**src/rtl/dcache_pkg.sv**
```systemverilog
// dcache_pkg: shared types and helpers for the data-cache pipeline stage.
//   state_t   : miss-handling FSM states (IDLE, WBACK, FILL)
//   LDST_*    : ldSt_enable encodings (pass-through, load, store)
//   *_bits()  : address-split width helpers (byte-in-word, offset, index, tag)
package dcache_pkg;

   typedef enum logic [1:0] {
      S_IDLE  = 2'd0,
      S_WBACK = 2'd1,
      S_FILL  = 2'd2
   } state_t;

   localparam logic [1:0] LDST_PASS  = 2'b00;
   localparam logic [1:0] LDST_LOAD  = 2'b01;
   localparam logic [1:0] LDST_STORE = 2'b10;

   function automatic int unsigned byte_bits(input int unsigned data_w);
      return $clog2(data_w / 8);
   endfunction

   function automatic int unsigned off_bits(input int unsigned words);
      return $clog2(words);
   endfunction

   function automatic int unsigned idx_bits(input int unsigned lines);
      return $clog2(lines);
   endfunction

   function automatic int unsigned tag_bits(input int unsigned addr_w, input int unsigned data_w,
                                            input int unsigned lines, input int unsigned words);
      return addr_w - byte_bits(data_w) - off_bits(words) - idx_bits(lines);
   endfunction

endpackage

```
**src/rtl/dcache_array.sv**
```systemverilog
// dcache_array: direct-mapped tag/valid/dirty/data storage.
//   index            : line selected for both read and write
//   rd_*             : combinational read of the selected line
//   line_we/line_*   : whole-line fill (valid=1, dirty=0, tag replaced)
//   word_we/word_*   : single-word store into the selected line (dirty=1)
// Only valid and dirty bits are reset; tag/data are qualified by valid.
module dcache_array
   import dcache_pkg::*;
#(
   parameter int unsigned DATA_W = 16,
   parameter int unsigned LINES  = 4,
   parameter int unsigned WORDS  = 8,
   parameter int unsigned TAG_W  = 10,
   localparam int unsigned IDX_W  = idx_bits(LINES),
   localparam int unsigned OFF_W  = off_bits(WORDS),
   localparam int unsigned LINE_W = DATA_W * WORDS
) (
   input  logic              clk,
   input  logic              reset,
   input  logic [IDX_W-1:0]  index,
   output logic [TAG_W-1:0]  rd_tag,
   output logic              rd_valid,
   output logic              rd_dirty,
   output logic [LINE_W-1:0] rd_line,
   input  logic              line_we,
   input  logic [TAG_W-1:0]  line_tag,
   input  logic [LINE_W-1:0] line_data,
   input  logic              word_we,
   input  logic [OFF_W-1:0]  word_off,
   input  logic [DATA_W-1:0] word_data
);

   logic [TAG_W-1:0]  tag_q   [LINES];
   logic [LINE_W-1:0] data_q  [LINES];
   logic [LINES-1:0]  valid_q;
   logic [LINES-1:0]  dirty_q;

   assign rd_tag   = tag_q[index];
   assign rd_valid = valid_q[index];
   assign rd_dirty = dirty_q[index];
   assign rd_line  = data_q[index];

   // Line status bits
   always_ff @(posedge clk) begin
      if (reset) begin
         valid_q <= '0;
         dirty_q <= '0;
      end else if (line_we) begin
         valid_q[index] <= 1'b1;
         dirty_q[index] <= 1'b0;
      end else if (word_we) begin
         dirty_q[index] <= 1'b1;
      end
   end

   // Tag and data storage
   always_ff @(posedge clk) begin
      if (line_we) begin
         tag_q[index]  <= line_tag;
         data_q[index] <= line_data;
      end else if (word_we) begin
         data_q[index][32'(word_off) * DATA_W +: DATA_W] <= word_data;
      end
   end

endmodule

```
**src/rtl/dcache_stage.sv**
```systemverilog
// dcache_stage: pipeline data-cache stage, direct-mapped, write-back.
//   clk, reset         : clock, synchronous active-high reset
//   enable_cache, flush: pipeline advance and kill
//   tlb_result, dataReg, ldSt_enable, side_in : request captured into the stage
//   cache_result, side_out, valid_out, stall  : lookup result for the held request
//   mem_*              : line-granular memory port (write-back / fill)
// Optional macro DCACHE_STATS_EN adds saturating hit_count/miss_count outputs.
module dcache_stage
   import dcache_pkg::*;
#(
   parameter int unsigned DATA_W = 16,
   parameter int unsigned ADDR_W = 16,
   parameter int unsigned LINES  = 4,
   parameter int unsigned WORDS  = 8,
   parameter int unsigned SIDE_W = 25
) (
   input  logic                     clk,
   input  logic                     reset,
   input  logic                     enable_cache,
   input  logic                     flush,
   input  logic [ADDR_W-1:0]        tlb_result,
   input  logic [DATA_W-1:0]        dataReg,
   input  logic [1:0]               ldSt_enable,
   input  logic [SIDE_W-1:0]        side_in,
   output logic [DATA_W-1:0]        cache_result,
   output logic [SIDE_W-1:0]        side_out,
   output logic                     valid_out,
   output logic                     stall,
   output logic                     mem_req,
   output logic                     mem_we,
   output logic [ADDR_W-1:0]        mem_addr,
   output logic [DATA_W*WORDS-1:0]  mem_wdata,
   input  logic                     mem_ready,
   input  logic [DATA_W*WORDS-1:0]  mem_rdata
`ifdef DCACHE_STATS_EN
   ,
   output logic [31:0]              hit_count,
   output logic [31:0]              miss_count
`endif
);

   localparam int unsigned BYTE_W = byte_bits(DATA_W);
   localparam int unsigned OFF_W  = off_bits(WORDS);
   localparam int unsigned IDX_W  = idx_bits(LINES);
   localparam int unsigned TAG_W  = tag_bits(ADDR_W, DATA_W, LINES, WORDS);
   localparam int unsigned LOW_W  = OFF_W + BYTE_W;
   localparam int unsigned LINE_W = DATA_W * WORDS;

   state_t state_q, state_d;

   logic              req_valid;
   logic [ADDR_W-1:0] req_addr;
   logic [DATA_W-1:0] req_data;
   logic [1:0]        req_op;

   logic [TAG_W-1:0]  req_tag;
   logic [IDX_W-1:0]  req_idx;
   logic [OFF_W-1:0]  req_off;
   logic [TAG_W-1:0]  rd_tag;
   logic              rd_valid, rd_dirty;
   logic [LINE_W-1:0] rd_line;

   logic is_load, is_store, hit, miss, capture, line_we, word_we;

   assign req_tag  = req_addr[ADDR_W-1 -: TAG_W];
   assign req_idx  = req_addr[LOW_W +: IDX_W];
   assign req_off  = req_addr[BYTE_W +: OFF_W];
   assign is_load  = req_valid && (req_op == LDST_LOAD);
   assign is_store = req_valid && (req_op == LDST_STORE);
   assign hit      = rd_valid && (rd_tag == req_tag);
   assign miss     = (is_load || is_store) && !hit;
   assign stall    = (state_q != S_IDLE) || miss;
   assign capture  = enable_cache && !stall && !flush;
   assign line_we  = (state_q == S_FILL) && mem_ready;
   assign word_we  = (state_q == S_IDLE) && is_store && hit && !flush;

   dcache_array #(
      .DATA_W (DATA_W),
      .LINES  (LINES),
      .WORDS  (WORDS),
      .TAG_W  (TAG_W)
   ) u_array (
      .clk       (clk),
      .reset     (reset),
      .index     (req_idx),
      .rd_tag    (rd_tag),
      .rd_valid  (rd_valid),
      .rd_dirty  (rd_dirty),
      .rd_line   (rd_line),
      .line_we   (line_we),
      .line_tag  (req_tag),
      .line_data (mem_rdata),
      .word_we   (word_we),
      .word_off  (req_off),
      .word_data (req_data)
   );

   // Request register; flush drops the request but keeps its address so an
   // in-flight write-back/fill still targets the right line.
   always_ff @(posedge clk) begin
      if (reset) begin
         req_valid <= 1'b0;
         req_addr  <= '0;
         req_data  <= '0;
         req_op    <= LDST_PASS;
         side_out  <= '0;
      end else if (flush) begin
         req_valid <= 1'b0;
         req_op    <= LDST_PASS;
      end else if (capture) begin
         req_valid <= 1'b1;
         req_addr  <= tlb_result;
         req_data  <= dataReg;
         req_op    <= ldSt_enable;
         side_out  <= side_in;
      end
   end

   // FSM state register
   always_ff @(posedge clk) begin
      if (reset) state_q <= S_IDLE;
      else       state_q <= state_d;
   end

   // FSM next state
   always_comb begin
      state_d = state_q;
      case (state_q)
         S_IDLE:  if (miss && !flush) state_d = rd_valid && rd_dirty ? S_WBACK : S_FILL;
         S_WBACK: if (mem_ready) state_d = S_FILL;
         S_FILL:  if (mem_ready) state_d = S_IDLE;
         default: state_d = S_IDLE;
      endcase
   end

   // FSM outputs; address/data come from held state so they stay stable
   always_comb begin
      mem_req   = 1'b0;
      mem_we    = 1'b0;
      mem_addr  = '0;
      mem_wdata = '0;
      case (state_q)
         S_WBACK: begin
            mem_req   = 1'b1;
            mem_we    = 1'b1;
            mem_addr  = ADDR_W'({rd_tag, req_idx, LOW_W'(0)});
            mem_wdata = rd_line;
         end
         S_FILL: begin
            mem_req  = 1'b1;
            mem_addr = ADDR_W'({req_tag, req_idx, LOW_W'(0)});
         end
         default: ;
      endcase
   end

   // Result for the held request
   always_comb begin
      valid_out    = 1'b0;
      cache_result = '0;
      if (req_valid && !stall) begin
         valid_out = 1'b1;
         if (is_load) cache_result = rd_line[32'(req_off) * DATA_W +: DATA_W];
         else         cache_result = DATA_W'(req_addr);
      end
   end

`ifdef DCACHE_STATS_EN
   logic counted_q;
   logic lookup_evt;

   // Each request is classified once, on its first lookup
   assign lookup_evt = (state_q == S_IDLE) && (is_load || is_store) && !counted_q && !flush;

   always_ff @(posedge clk) begin
      if (reset) begin
         hit_count  <= '0;
         miss_count <= '0;
         counted_q  <= 1'b0;
      end else begin
         if (lookup_evt && hit && (hit_count != '1))   hit_count  <= hit_count + 32'd1;
         if (lookup_evt && !hit && (miss_count != '1)) miss_count <= miss_count + 32'd1;
         if (capture)         counted_q <= 1'b0;
         else if (lookup_evt) counted_q <= 1'b1;
      end
   end
`endif

endmodule

```
**config.mk**
```make
export PLATFORM = sky130hd
export DESIGN_NAME = dcache_stage
export DESIGN_NICKNAME = d
export VERILOG_FILES = /design/src/rtl/dcache_pkg.sv /design/src/rtl/dcache_array.sv /design/src/rtl/dcache_stage.sv
export SDC_FILE = /design/constraint.sdc
export NUM_CORES = 1
export LEC_CHECK = 0
export CAP_MARGIN = 20
export CORE_UTILIZATION = 28
export DETAILED_ROUTE_END_ITERATION = 12
export PLACE_DENSITY_LB_ADDON = 0.3
export SLEW_MARGIN = 30
export SYNTH_ARGS = -nofsm -noshare
export SYNTH_HDL_FRONTEND = slang
export SYNTH_SLANG_ARGS = --single-unit
```
**constraint.sdc**
```tcl
create_clock -name clk -period 5.1 [get_ports clk]
set_clock_uncertainty 0.05 [all_clocks]
set_input_delay 0.765 -clock clk [delete_from_list [all_inputs] [get_ports clk]]
set_output_delay 0.765 -clock clk [all_outputs]
set_load 0.03 [all_outputs]
```
==> flow_metrics.py <==
metrics = {
    "status": {
        "status": "completed",
    },
    "logic_synthesis": {
        "synth_edf_count": 552,
        "synthFlopType": "edfxtp_1",
        "netlist_area_mm2": 0.02728,
        "yosysSeqAreaShare_pct": 66.06,
        "yosys_warnings": 0,
        "async_flop_share_pct": 0,
        "syn-mean-instance-area_um2": 16.78,
        "synth_cells": 1626,
        "ys_ff_latch": 624,
        "synthDistinctLibCells": 50,
    },
    "place": {
        "dpl.hpwl_um": 79270,
        "gp_congestion": 0.8621,
        "detailed_place.area_mm2": 0.03288,
        "portBuffers": 376,
    },
    "routing": {
        "wl_met1_um": 43890,
        "postRouteAntennaNets": 0,
        "wl_um": 107100,
        "top_layer_used": "met5",
        "vias": 17760,
        "drt_iter0_markers": 2328,
        "wl_met2_um": 49330,
        "wl_per_cell_um": 31.57,
        "vias_per_cell": 5.236,
        "firstDrtPassIters": 5,
        "met3_wirelength_um": 10540,
        "drc": 0,
    },
    "clock_tree": {
        "cts_buffers": 70,
        "clkTransAtPathRegs_ns": 0.06,
        "worstSkewPairLatency_ns": 0.62,
        "clock-root-buffer": "clkbuf_16",
        "cts.hold.buffers_added": 0,
        "h-tree-depth": 3,
        "cts.sinks": 624,
        "cts_tree": "done",
        "clock_path_buffers": 3,
    },
    "sta": {
        "clock.fmax_mhz": 201.1,
        "drv_slew": 0,
        "final.min_clock_period_ns": 4.972,
        "rsz0062_at_grt": "no",
        "worst_slew_pin_slew_ns": 1.039,
        "finalCritPeriodShare_pct": 97.48,
        "hold_viol": 0,
        "setup_tns_ns": 0,
        "slew_headroom_pct": 30.66,
        "setup_viol": 0,
    },
    "finish": {
        "area_growth_syn_to_layout_pct": 29.48,
        "stdcell_area_mm2": 0.03532,
        "nets": 2245,
        "final_common_cell": "edfxtp_1",
        "drive_gt1_share_pct": 21.30,
        "final_cell_mix": "edfxtp_1, clkdlybuf4s50_1, and2_1",
    },
    "grt": {
        "track_usage_pct": 21.26,
        "grt_pass1_vias": 17510,
        "grt_overflow_total": 0,
        "antenna_found_initial": 23,
        "grt_pass1_wl_um": 144000,
        "grt_start_max_net_pins": 98,
    },
    "worst_hold_path": {
        "hold_path_class": "register to register",
        "hold_end": "side_out[13]",
        "holdPathStages": 2,
        "min-delay-start": "side_out[13]",
    },
    "power_and_ir_drop": {
        "power_density_mw_per_mm2": 333.4,
        "ir_drop_mv": 0.2183,
        "power.static_leakage_uw": 0.01125,
    },
    "floorplan": {
        "core_area_mm2": 0.09657,
        "die-area_mm2": 0.09867,
        "initial_utilization_pct": 28.25,
        "io_pins": 381,
        "die_h_um": 314.1,
        "fp.dieW_um": 314.1,
        "rows": 114,
    },
    "setup_path": {
        "crit_path_end_kind": "output pin",
        "crit_fanout": 97,
        "start_kind": "register",
        "arrival_ns": 4.16,
        "r2r_start": "req_addr[1]",
        "reg2reg_depth": 7,
        "path_class": "register to output pin",
        "reg2reg_slack_ns": 1.31,
        "required_ns": 4.28,
        "regToRegEndpoint": "u_array.data_q[3][111]",
    },
    "run": {
        "cap_violations": 0,
    },
}
[registers in the layout, indices dropped and copies added (netlist names), named ones only]
register and cells:
state_q 2, side_out 25, req_data 16, req_op 2, req_addr 16, u_array.data_q 512, req_valid 1, u_array.valid_q 4
u_array.tag_q 40
[power by group]
part,internal (uW),switching (uW)
clock network,3040,2050
logic,420,552
registers,5640,80.3
total,9090,2680
[cells by family (layout without fill, tap and decap cells)]
kind of cell    Yosys count  in the layout  synth area share [%]
compound gates          191            191                 3.839
xor+xnor                 11             11                0.3532
fa+ha+maj                 8              8                0.3670
buf+inv                 138            608                 2.225
flops                   624            624                 66.06
mux                     313            313                 19.96
other cells               1             21               0.01375
simple gates            340            340                 7.184
[routing by layer]
| metal | GRT usage (%) | vias to the layer above |
|---|---|---|
| met4 | 7.029 | 4 |
| met3 | 4.163 | 136 |
| met5 | 0 | - |
| met1 | 29.55 | 9250 |
| li1 | - | 7250 |
| met2 | 33.23 | 1119 |
[Yosys cell counts (all sizes together), types with 15 or more instances]
| cell | instances | area, um^2 |
|---|---|---|
| a21oi | 97 | 485.5 |
| nor3 | 15 | 75.07 |
| o21ai | 60 | 300.3 |
| clkbuf | 83 | 311.6 |
| buf | 44 | 254.0 |
| nand3 | 62 | 315.3 |
| edfxtp | 552 | 16580 |
| nor2 | 30 | 112.6 |
| mux4 | 172 | 3874 |
| and2 | 183 | 1145 |
| dfxtp | 72 | 1441 |
| mux2 | 128 | 1441 |
[per-stage QoR]
| step | utilization, % | std cells | setup slack [ns] | power [uW] | hold WS, ns |
|---|---|---|---|---|---|
| 2_1_floorplan | - | 1629 | 1.277 | 6244 | 0.3848 |
| 3_3_place_gp | 34.01 | 3241 | 0.7029 | 6764 | 0.3996 |
| 3_5_place_dp | 34.05 | 3243 | 0.6692 | 6783 | 0.4169 |
| 4_1_cts | 36.44 | 3369 | 0.01303 | 11840 | 0.4243 |
| 5_1_grt | 36.53 | 3375 | 0.01466 | 12070 | 0.4425 |
| 6_report | 36.57 | 3392 | 0.1283 | 11770 | 0.4211 |
[repair_timing]
| action | in CTS | in global routing |
|---|---|---|
| gates resized for setup | 0 | 2 |
| buffers inserted | 0 | 5 |
| setup endpoints to repair | 0 | 8 |
[how the worst max path moves through the flow]
stage / startpoint / end / slack, ns / cells past startpoint
after CTS: register / cache_result[14] / 0.01 / 6
after global routing: register / cache_result[3] / 0.01 / 9
after floorplan: register / cache_result[10] / 1.28 / 8
after global placement: register / cache_result[14] / 0.70 / 6
final: register / cache_result[9] / 0.13 / 6
after detailed placement: register / cache_result[14] / 0.67 / 6
[cell type report]
cell class | instances | area, um^2
tap | 1276 | 1597
antenna | 17 | 42.54
sequential | 624 | 18030
clock inverter | 29 | 315.3
timing repair buffer | 471 | 4584
inverter | 11 | 41.29
clock buffer | 97 | 1989
multi-input combinational | 867 | 8718
fill | 9042 | 61250
[worst max-delay path, stage by stage, from the launching register on]
cell and delay [ns]:
dfxtp_4 0.56, buf_12 0.47, mux4_2 0.43, mux4_2 0.60, mux2i_1 0.45, a211oi_1 0.15, clkdlybuf4s50_1 0.63
Power figures use the tool's default switching activity.
